**src/rtl/scu_dma_multi_if.sv**
```systemverilog
// Register port, memory master port and per-channel IRQs of scu_dma_multi.
// slave = DMA engine side; master = CPU/memory environment side.
interface scu_dma_multi_if #(
   parameter int NCH = 3,
   parameter int AW  = 27
);
   logic [$clog2(NCH)+2:0] A;
   logic [31:0]            DI;
   logic [31:0]            DO;
   logic [3:0]             WR;
   logic                   RD;
   logic [AW-1:0]          MEM_A;
   logic [31:0]            MEM_DO;
   logic [31:0]            MEM_DI;
   logic                   MEM_RD;
   logic                   MEM_WR;
   logic                   MEM_ACK;
   logic [NCH-1:0]         IRQ;

   modport slave (
      input  A, DI, WR, RD, MEM_DI, MEM_ACK,
      output DO, MEM_A, MEM_DO, MEM_RD, MEM_WR, IRQ
   );

   modport master (
      output A, DI, WR, RD, MEM_DI, MEM_ACK,
      input  DO, MEM_A, MEM_DO, MEM_RD, MEM_WR, IRQ
   );
endinterface

```
**src/rtl/scu_dma_multi.sv**
```systemverilog
// NCH-channel DMA, highest pending index wins in IDLE; START->MEM_RD 2 CE_R cycles, MEM_RD/MEM_WR held until MEM_ACK.
// Optional SCU_DMA_STATUS_EN: STATUS reg reads {done, busy}; otherwise reads 0 and the done flag is absent.
module scu_dma_multi #(
   parameter int NCH = 3,
   parameter int AW  = 27,
   parameter int CW  = 20
) (
   input  logic           CLK,
   input  logic           RST_N,
   input  logic           CE_R,
   input  logic           CE_F,
   scu_dma_multi_if.slave bus
);
   localparam int CHW  = (NCH > 1) ? $clog2(NCH) : 1;
   localparam int AXW  = $clog2(NCH) + 3;
   localparam int CNTW = CW + 1;

   typedef enum logic [1:0] {S_IDLE, S_RD, S_WR, S_DONE} state_e;

   state_e          state_q, state_d;

   logic [AW-1:0]   raddr_q [NCH];
   logic [AW-1:0]   raddr_d [NCH];
   logic [AW-1:0]   waddr_q [NCH];
   logic [AW-1:0]   waddr_d [NCH];
   logic [CW-1:0]   count_q [NCH];
   logic [CW-1:0]   count_d [NCH];
   logic [2:0]      wadd_q  [NCH];
   logic [2:0]      wadd_d  [NCH];
   logic [NCH-1:0]  radd_q, radd_d;
   logic [NCH-1:0]  en_q, en_d;
   logic [NCH-1:0]  pend_q, pend_d;
`ifdef SCU_DMA_STATUS_EN
   logic [NCH-1:0]  done_q, done_d;
`endif
   logic [CHW-1:0]  act_q, act_d, sel;
   logic [AW-1:0]   ra_q, ra_d, wa_q, wa_d;
   logic [AW-1:0]   rinc, winc;
   logic [CNTW-1:0] cnt_q, cnt_d;
   logic [31:0]     dat_q, dat_d;
   logic [31:0]     do_q, do_d;
   logic [31:0]     rd_val;

   logic [2:0]      reg_sel;
   logic [AXW-1:0]  a_ch;
   logic [CHW-1:0]  ch_sel;
   logic            ch_ok;
   logic            wr_fire;
   logic            en_new;
   logic            mem_rd, mem_wr;
   logic [AW-1:0]   mem_a;
   logic [NCH-1:0]  irq;
   logic            unused_ce_f;

   function automatic logic [31:0] bmerge(input logic [31:0] old_v,
                                          input logic [31:0] new_v,
                                          input logic [3:0]  be);
      logic [31:0] r;
      r = old_v;
      for (int b = 0; b < 4; b++) begin
         if (be[b]) r[b*8 +: 8] = new_v[b*8 +: 8];
      end
      return r;
   endfunction

   assign unused_ce_f = CE_F;
   assign reg_sel     = bus.A[2:0];
   assign a_ch        = bus.A >> 3;
   assign ch_sel      = CHW'(a_ch);
   assign ch_ok       = int'(a_ch) < NCH;
   assign wr_fire     = CE_R && (|bus.WR) && ch_ok;

   // Later (higher) indices overwrite earlier ones: highest pending wins.
   always_comb begin
      sel = '0;
      for (int i = 0; i < NCH; i++) begin
         if (pend_q[i]) sel = CHW'(i);
      end
   end

   // Increment codes are stable for the active channel: reg 3 is locked while busy.
   always_comb begin
      rinc = radd_q[act_q] ? AW'(4) : '0;
      winc = (wadd_q[act_q] == 3'd0) ? '0 : (AW'(1) << wadd_q[act_q]);
   end

   always_comb begin
      rd_val = '0;
      if (ch_ok) begin
         case (reg_sel)
            3'd0:    rd_val = 32'(raddr_q[ch_sel]);
            3'd1:    rd_val = 32'(waddr_q[ch_sel]);
            3'd2:    rd_val = 32'(count_q[ch_sel]);
            3'd3:    rd_val = {23'd0, radd_q[ch_sel], 5'd0, wadd_q[ch_sel]};
            3'd4:    rd_val = {23'd0, en_q[ch_sel], 8'd0};
`ifdef SCU_DMA_STATUS_EN
            3'd5:    rd_val = {30'd0, done_q[ch_sel], pend_q[ch_sel]};
`endif
            default: rd_val = '0;
         endcase
      end
   end

   always_comb begin
      state_d = state_q;
      if (CE_R) begin
         case (state_q)
            S_IDLE:  if (|pend_q) state_d = S_RD;
            S_RD:    if (bus.MEM_ACK) state_d = S_WR;
            S_WR:    if (bus.MEM_ACK) state_d = (cnt_q <= CNTW'(4)) ? S_DONE : S_RD;
            S_DONE:  state_d = S_IDLE;
            default: state_d = S_IDLE;
         endcase
      end
   end

   always_comb begin
      raddr_d = raddr_q;
      waddr_d = waddr_q;
      count_d = count_q;
      wadd_d  = wadd_q;
      radd_d  = radd_q;
      en_d    = en_q;
      pend_d  = pend_q;
`ifdef SCU_DMA_STATUS_EN
      done_d  = done_q;
`endif
      act_d   = act_q;
      ra_d    = ra_q;
      wa_d    = wa_q;
      cnt_d   = cnt_q;
      dat_d   = dat_q;
      do_d    = do_q;
      en_new  = 1'b0;

      if (CE_R && bus.RD) do_d = rd_val;

      if (wr_fire) begin
         case (reg_sel)
            3'd0: if (!pend_q[ch_sel])
               raddr_d[ch_sel] = AW'(bmerge(32'(raddr_q[ch_sel]), bus.DI, bus.WR));
            3'd1: if (!pend_q[ch_sel])
               waddr_d[ch_sel] = AW'(bmerge(32'(waddr_q[ch_sel]), bus.DI, bus.WR));
            3'd2: if (!pend_q[ch_sel])
               count_d[ch_sel] = CW'(bmerge(32'(count_q[ch_sel]), bus.DI, bus.WR));
            3'd3: if (!pend_q[ch_sel]) begin
               if (bus.WR[1]) radd_d[ch_sel] = bus.DI[8];
               if (bus.WR[0]) wadd_d[ch_sel] = bus.DI[2:0];
            end
            3'd4: begin
               // ENABLE written in the same cycle qualifies the START.
               en_new       = bus.WR[1] ? bus.DI[8] : en_q[ch_sel];
               en_d[ch_sel] = en_new;
               if (bus.WR[0] && bus.DI[0] && en_new && !pend_q[ch_sel]) begin
                  pend_d[ch_sel] = 1'b1;
`ifdef SCU_DMA_STATUS_EN
                  done_d[ch_sel] = 1'b0;
`endif
               end
            end
            default: ;
         endcase
      end

      if (CE_R) begin
         case (state_q)
            S_IDLE: if (|pend_q) begin
               act_d = sel;
               ra_d  = raddr_q[sel];
               wa_d  = waddr_q[sel];
               cnt_d = (count_q[sel] == '0) ? {1'b1, {CW{1'b0}}} : {1'b0, count_q[sel]};
            end
            S_RD: if (bus.MEM_ACK) dat_d = bus.MEM_DI;
            S_WR: if (bus.MEM_ACK) begin
               ra_d = ra_q + rinc;
               wa_d = wa_q + winc;
               if (cnt_q > CNTW'(4)) cnt_d = cnt_q - CNTW'(4);
            end
            S_DONE: begin
               pend_d[act_q] = 1'b0;
`ifdef SCU_DMA_STATUS_EN
               done_d[act_q] = 1'b1;
`endif
            end
            default: ;
         endcase
      end
   end

   always_comb begin
      mem_rd = 1'b0;
      mem_wr = 1'b0;
      mem_a  = '0;
      irq    = '0;
      case (state_q)
         S_RD: begin
            mem_rd = 1'b1;
            mem_a  = {ra_q[AW-1:2], 2'b00};
         end
         S_WR: begin
            mem_wr = 1'b1;
            mem_a  = {wa_q[AW-1:2], 2'b00};
         end
         S_DONE:  irq[act_q] = 1'b1;
         default: ;
      endcase
   end

   always_ff @(posedge CLK) begin
      if (!RST_N) begin
         state_q <= S_IDLE;
         for (int i = 0; i < NCH; i++) begin
            raddr_q[i] <= '0;
            waddr_q[i] <= '0;
            count_q[i] <= '0;
            wadd_q[i]  <= '0;
         end
         radd_q <= '0;
         en_q   <= '0;
         pend_q <= '0;
`ifdef SCU_DMA_STATUS_EN
         done_q <= '0;
`endif
         act_q  <= '0;
         ra_q   <= '0;
         wa_q   <= '0;
         cnt_q  <= '0;
         dat_q  <= '0;
         do_q   <= '0;
      end else begin
         state_q <= state_d;
         raddr_q <= raddr_d;
         waddr_q <= waddr_d;
         count_q <= count_d;
         wadd_q  <= wadd_d;
         radd_q  <= radd_d;
         en_q    <= en_d;
         pend_q  <= pend_d;
`ifdef SCU_DMA_STATUS_EN
         done_q  <= done_d;
`endif
         act_q   <= act_d;
         ra_q    <= ra_d;
         wa_q    <= wa_d;
         cnt_q   <= cnt_d;
         dat_q   <= dat_d;
         do_q    <= do_d;
      end
   end

   assign bus.DO     = do_q;
   assign bus.MEM_A  = mem_a;
   assign bus.MEM_DO = dat_q;
   assign bus.MEM_RD = mem_rd;
   assign bus.MEM_WR = mem_wr;
   assign bus.IRQ    = irq;
endmodule

```
**src/flat_wrapper.sv**
```systemverilog
// flat-port wrapper written by rule: the top's interface ports become plain ports
module scu_dma_multi_flat 
#(
   parameter int NCH = 3,
   parameter int AW  = 27,
   parameter int CW  = 20
)
  (CLK, RST_N, CE_R, CE_F, bus_A, bus_DI, bus_WR, bus_RD, bus_MEM_DI, bus_MEM_ACK, bus_DO, bus_MEM_A, bus_MEM_DO, bus_MEM_RD, bus_MEM_WR, bus_IRQ);
  scu_dma_multi_if #(.NCH(NCH), .AW(AW)) bus_i ();
  input  logic CLK;
  input  logic RST_N;
  input  logic CE_R;
  input  logic CE_F;
  input wire logic [$bits(bus_i.A)-1:0] bus_A;
  input wire logic [$bits(bus_i.DI)-1:0] bus_DI;
  input wire logic [$bits(bus_i.WR)-1:0] bus_WR;
  input wire logic [$bits(bus_i.RD)-1:0] bus_RD;
  input wire logic [$bits(bus_i.MEM_DI)-1:0] bus_MEM_DI;
  input wire logic [$bits(bus_i.MEM_ACK)-1:0] bus_MEM_ACK;
  output wire logic [$bits(bus_i.DO)-1:0] bus_DO;
  output wire logic [$bits(bus_i.MEM_A)-1:0] bus_MEM_A;
  output wire logic [$bits(bus_i.MEM_DO)-1:0] bus_MEM_DO;
  output wire logic [$bits(bus_i.MEM_RD)-1:0] bus_MEM_RD;
  output wire logic [$bits(bus_i.MEM_WR)-1:0] bus_MEM_WR;
  output wire logic [$bits(bus_i.IRQ)-1:0] bus_IRQ;
  assign bus_i.A = bus_A;
  assign bus_i.DI = bus_DI;
  assign bus_i.WR = bus_WR;
  assign bus_i.RD = bus_RD;
  assign bus_i.MEM_DI = bus_MEM_DI;
  assign bus_i.MEM_ACK = bus_MEM_ACK;
  assign bus_DO = bus_i.DO;
  assign bus_MEM_A = bus_i.MEM_A;
  assign bus_MEM_DO = bus_i.MEM_DO;
  assign bus_MEM_RD = bus_i.MEM_RD;
  assign bus_MEM_WR = bus_i.MEM_WR;
  assign bus_IRQ = bus_i.IRQ;
  scu_dma_multi #(.NCH(NCH), .AW(AW), .CW(CW)) u_core (.CLK(CLK), .RST_N(RST_N), .CE_R(CE_R), .CE_F(CE_F), .bus(bus_i));
endmodule
```
**config.mk**
```make
export PLATFORM = sky130hd
export DESIGN_NAME = scu_dma_multi_flat
export DESIGN_NICKNAME = d
export VERILOG_FILES = /design/src/rtl/scu_dma_multi_if.sv /design/src/rtl/scu_dma_multi.sv /design/src/flat_wrapper.sv
export SDC_FILE = /design/constraint.sdc
export NUM_CORES = 1
export LEC_CHECK = 0
export BUFFER_PORTS_ARGS = -buffer_cell sky130_fd_sc_hd__buf_2
export CAP_MARGIN = 20
export CORE_ASPECT_RATIO = 1.4
export CORE_MARGIN = 2
export CORE_UTILIZATION = 60
export DETAILED_ROUTE_END_ITERATION = 10
export PLACE_DENSITY_LB_ADDON = 0.15
export SLEW_MARGIN = 0
export SYNTH_ARGS = -nofsm -noshare
export SYNTH_HDL_FRONTEND = slang
export SYNTH_SLANG_ARGS = --single-unit
export TNS_END_PERCENT = 100
```
**constraint.sdc**
```tcl
create_clock -name CLK -period 5.6 [get_ports CLK]
set_input_delay 1.12 -clock CLK [delete_from_list [all_inputs] [get_ports CLK]]
set_output_delay 1.12 -clock CLK [all_outputs]
set_load 0.02 [all_outputs]
```
# Word-level counts from Yosys, hierarchy flattened
# Cells that the tools add are included.
dict set report totals {
  ff_bits 383
}
dict set report classes {
  bitwise 7
  eq_ne 11
  n_reduce_logical 28
  shift 1
  add_sub_neg 3
  n_mux 124
  order_cmp 11
}
# operator count
set ops {}
lappend ops {{$mux 27} 14}
lappend ops {{$mux 8} 32}
lappend ops {{$bmux 27 s2} 4}
lappend ops {{$bwmux 81} 2}
lappend ops {{$pmux 27 s2} 3}
lappend ops {{$pmux 27 s5} 1}
lappend ops {{$mux 20} 5}
lappend ops {{$mux 21} 4}
lappend ops {{$bmux 20 s2} 2}
lappend ops {{$bwmux 60} 1}
lappend ops {{$mux 3} 20}
lappend ops {{$add 27x27->27} 2}
lappend ops {{$demux 27 s2} 1}
lappend ops {{$pmux 21 s2} 1}
lappend ops {{$demux 20 s2} 1}
lappend ops {{$mux 32} 1}
lappend ops {{$shl 1x3->27 const A} 1}
lappend ops {{$gt 21x3->1 const B} 1}
lappend ops {{$le 21x3->1 const B} 1}
lappend ops {{$sub 21x3->21 const B} 1}
lappend ops {{$logic_not 20->1} 1}
lappend ops {{$mux 4} 4}
lappend ops {{$reduce_and 4->1} 4}
lappend ops {{$reduce_and 3->1} 5}
lappend ops {{35 further kinds} 73}

# Depth between registers and ports, before layout
dict set report depth {
  word_depth 11
  mapped_depth 14
  depth_no_buf 12
}

# Worst setup path before layout
# No wires, ideal clock.
dict set report synth_path {
  kind {register to output}
  startpoint {reg u_core.state_q[0]}
  endpoint {out bus_MEM_A[23]}
  setup_slack_ns 2.366
  arrival_ns 2.114
  stages_incl_launch_ff 8
  t_required_ns 4.480
  n_path_buf 3
  cell_sequence {dfxtp_1 inv_1 ha_1 clkbuf_1 clkbuf_1 clkbuf_1 nand2_1 a21boi_0}
}
dict set report synth_via {
  elab_chain_cells 2
}
# element line_no
set synth_rtl {}
lappend synth_rtl {{from (decl)} scu_dma_multi.sv:20} ;# state_e state_q, state_d;
lappend synth_rtl {{from (signal assigned)} scu_dma_multi.sv:231} ;# state_q <= state_d;
lappend synth_rtl {{$eq 2x2->1 or $eq 2x1->1 (tied branches)} scu_dma_multi.sv:195} ;# case (state_q)
lappend synth_rtl {{$pmux 27 s2 (*)} scu_dma_multi.sv:195}
lappend synth_rtl {{to (decl)} flat_wrapper.sv:21} ;# output wire logic [$bits(bus_i.MEM_A)-1:0] bus_MEM_A;
# Every way passes the cells marked *; elsewhere a longest branch is shown, timed or not.

# Worst setup path in the final report
dict set report layout_path {
  startpoint {reg u_core.state_q[0]}
  endpoint {out bus_MEM_A[25]}
}
# The elaborated chain is that of the path after synthesis.

==> flow_summary.ini <==
[run_status]
status = finished, final reports clean

[synth]
syn_area_mm2 = 0.0206
synthCells = 2498
ys_types = 73
ys_ff_latch = 375
synthTopCellsByArea = dfxtp_1 37%, mux2i_1 17%, nor2_1 6.0%
synth_top_area_cell = dfxtp_1
yosysWarningCount = 0
synth_edf_count = 0
synth_ff_type = dfxtp_1
synth_top_area_share = 0.365
synth-seq-area-share = 0.365
syn_area_per_cell_um2 = 8.23
synth-async-reset-ratio = 0

[die]
ios = 175
core.rowCount = 80
initial_core_util = 0.606
die_w_um = 160
die_h_um = 223
core_area_mm2 = 0.0339
die-area_mm2 = 0.0358

[cts]
cts.sinks = 375
cts_resized = 0
clock_latency_ns = 0.55
clkTransAtPathRegs_ns = 0.06
cts_buffers = 39
cts_tree = built
cts-root-buf = clkbuf_16
hold_buffers = 0
post_cts_buffers = 0
cts_max_path_buffers = 3
htreeDepth = 2

[routing]
totalWireLength_um = 64400
avgRoutedWirePerCell_um = 21.4
drtAntennaViolNets = 0
firstDrtPassIters = 5
drc = 0
drt-vias-per-instance = 6.34
num_vias = 19092
first_iter_violations = 1838

[sta]
layout_min_cycle_time_ns = 4.30
slew_headroom = 0.281
fin_worst_skew_ns = 0.0160
worst_pin_slew_ns = 1.07
hold_viol = 0
finalSetupTns_ns = 0
min_period_over_period = 0.768
setup_viol = 0
rsz0062_at_grt = no
slew_violations = 0
fmax_mhz = 233

[power]
p_leak_nw = 8.13
power.density_mw_per_mm2 = 252
ir_drop_mv = 0.226

[placed_design]
hpwl_um = 41700
io_buffers = 161
dp_cells = 2942
gp_congestion = 0.949

[finish]
area_growth_pct = 10.1
diodes = 0
final_cells = 3012
fin_nets = 2628
drive_gt1_frac = 0.125

[hold_path]
hp-class = flop to flop

[grt]
grt_pass1_vias = 18232
grtUsageTotal = 0.348
antenna_found_initial = 0
grt_max_degree = 135
grt_first_pass_wirelength_um = 99900
grt_overflow = 0

[critical_path]
arrival_ns = 3.18
path_cells = inv_1, ha_4, buf_4, nand2_1, a21boi_0, buf_2
critPathBufInv = 3
crit_family = buffers and inverters
startpoint_type = flop
critPathCaptureType = output port
path_class = flop to output port
cpPeakStageDelay_ns = 0.56
required_ns = 4.48
critPathSlowestCell = buf_4
path_max_fanout = 56

[run]
maxCapViolations = 0
-- final timing paths --
check                           depth (start not counted)                    end  slack (ns)                  start
worst max-delay path                                    6          bus_MEM_A[25]        1.30      u_core.state_q[0]
worst min-delay path                                    2  u_core.bus.MEM_DO[24]        0.45  u_core.bus.MEM_DO[24]
worst max register to register                         10        u_core.wa_q[10]        1.83        u_core.act_q[0]
worst min register to register                          2  u_core.bus.MEM_DO[24]        0.45  u_core.bus.MEM_DO[24]
-- cell usage after synthesis (all sizes together), types with 17 or more instances --
library cell    n
nand4          17
a21boi         27
a22oi          44
inv            18
nor3           31
clkbuf        145
nand2b         39
a211oi         20
nor2b          28
buf            63
o22ai          36
nand3          38
nor2          332
nand2         310
o21ai         102
dfxtp         375
o2bb2ai        41
mux2i         351
mux2           28
o21a           60
a21oi         214
-- kinds of logic (layout without fill, tap and decap cells) --
group	after synthesis	after routing	synth area share
XOR/XNOR	8	8	0.00341
AO/OA/AOI/OAI	630	630	0.196
adder cells (fa/ha/maj)	17	17	0.0107
flip-flops	375	375	0.365
AND/OR/NAND/NOR	859	859	0.186
multiplexers	382	382	0.189
other	1	7	0.000182
buffers and inverters	226	283	0.0489
-- layer usage --
layer	global-route usage	up-vias	wire [µm]	share of wire
met5	0	-	0	0
met3	0.0493	184	4780	0.074
met4	0.207	0	3720	0.058
met1	0.439	9097	26200	0.41
li1	-	8909	-	-
met2	0.568	902	29700	0.46
-- state kept, by name, indices dropped and copies added, names as in the netlist --
signal             cells
u_core.wa_q           26
u_core.ra_q           25
u_core.pend_q          3
u_core.count_q        60
u_core.raddr_q        81
u_core.waddr_q        81
u_core.en_q            3
u_core.act_q           2
u_core.bus.MEM_DO     32
u_core.state_q         2
u_core.cnt_q          21
u_core.bus.DO         27
u_core.radd_q          3
u_core.wadd_q          9
-- worst register-to-register path, delay by kind of cell, from the launching register on --
| kind | cells | cell delay [ns] |
|---|---|---|
| DFF | 1 | 0.72 |
| and+or+nand+nor | 2 | 0.48 |
| muxes | 1 | 0.17 |
| adders and majority gates | 1 | 0.29 |
| buffers and inverters | 1 | 0.12 |
| AOI/OAI and AO/OA | 5 | 1.92 |
-- layout by cell type (no fill, tap or decap), drive strengths merged, types with 10 or more instances in the layout --
| cell | count |
|---|---|
| clkbuf | 55 |
| o22ai | 36 |
| o21ai | 102 |
| nor2 | 332 |
| mux2i | 351 |
| nand4 | 17 |
| inv | 21 |
| o21a | 60 |
| a31oi | 12 |
| nand2 | 310 |
| o2bb2ai | 41 |
| nor4 | 15 |
| mux2 | 28 |
| a22oi | 44 |
| a21boi | 27 |
| and3 | 16 |
| nor2b | 28 |
| nand2b | 39 |
| buf | 195 |
| nor3 | 31 |
| a21oi | 214 |
| a211oi | 20 |
| nand3 | 38 |
| dfxtp | 375 |
| a21o | 10 |
| ha | 16 |
-- layout make-up --
cell class	instances	area [µm²]
fill	2865	11300
inverter	18	75.1
multi-input combinational	1903	12100
clock buffer	55	1150
clock inverter	15	148
sequential	375	7510
timing repair buffer	195	1080
tap	451	564
-- power breakdown --
| group | total [W] | internal, W | switching, W |
|---|---|---|---|
| Combinational | 0.000353 | 0.000106 | 0.000247 |
| Clock | 0.00267 | 0.00153 | 0.00114 |
| Sequential | 0.00269 | 0.00268 | 0.0000103 |
| Total | 0.00571 | 0.00431 | 0.00140 |
-- per-stage QoR --
stage / area (µm²) / worst slack (ns) / hold WS [ns] / utilization / power, W
4_1_cts: 22600 / 1.41 / 0.453 / 0.667 / 0.00572
6_report: 22600 / 1.30 / 0.451 / 0.667 / 0.00571
3_3_place_gp: 21300 / 1.54 / 0.441 / 0.629 / 0.00309
3_5_place_dp: 21300 / 1.54 / 0.445 / 0.629 / 0.00309
2_1_floorplan: 20600 / 2.37 / 0.446 / - / 0.00298
5_1_grt: 22600 / 1.14 / 0.471 / 0.667 / 0.00584
Note: power is estimated with default switching activity, not from simulation.
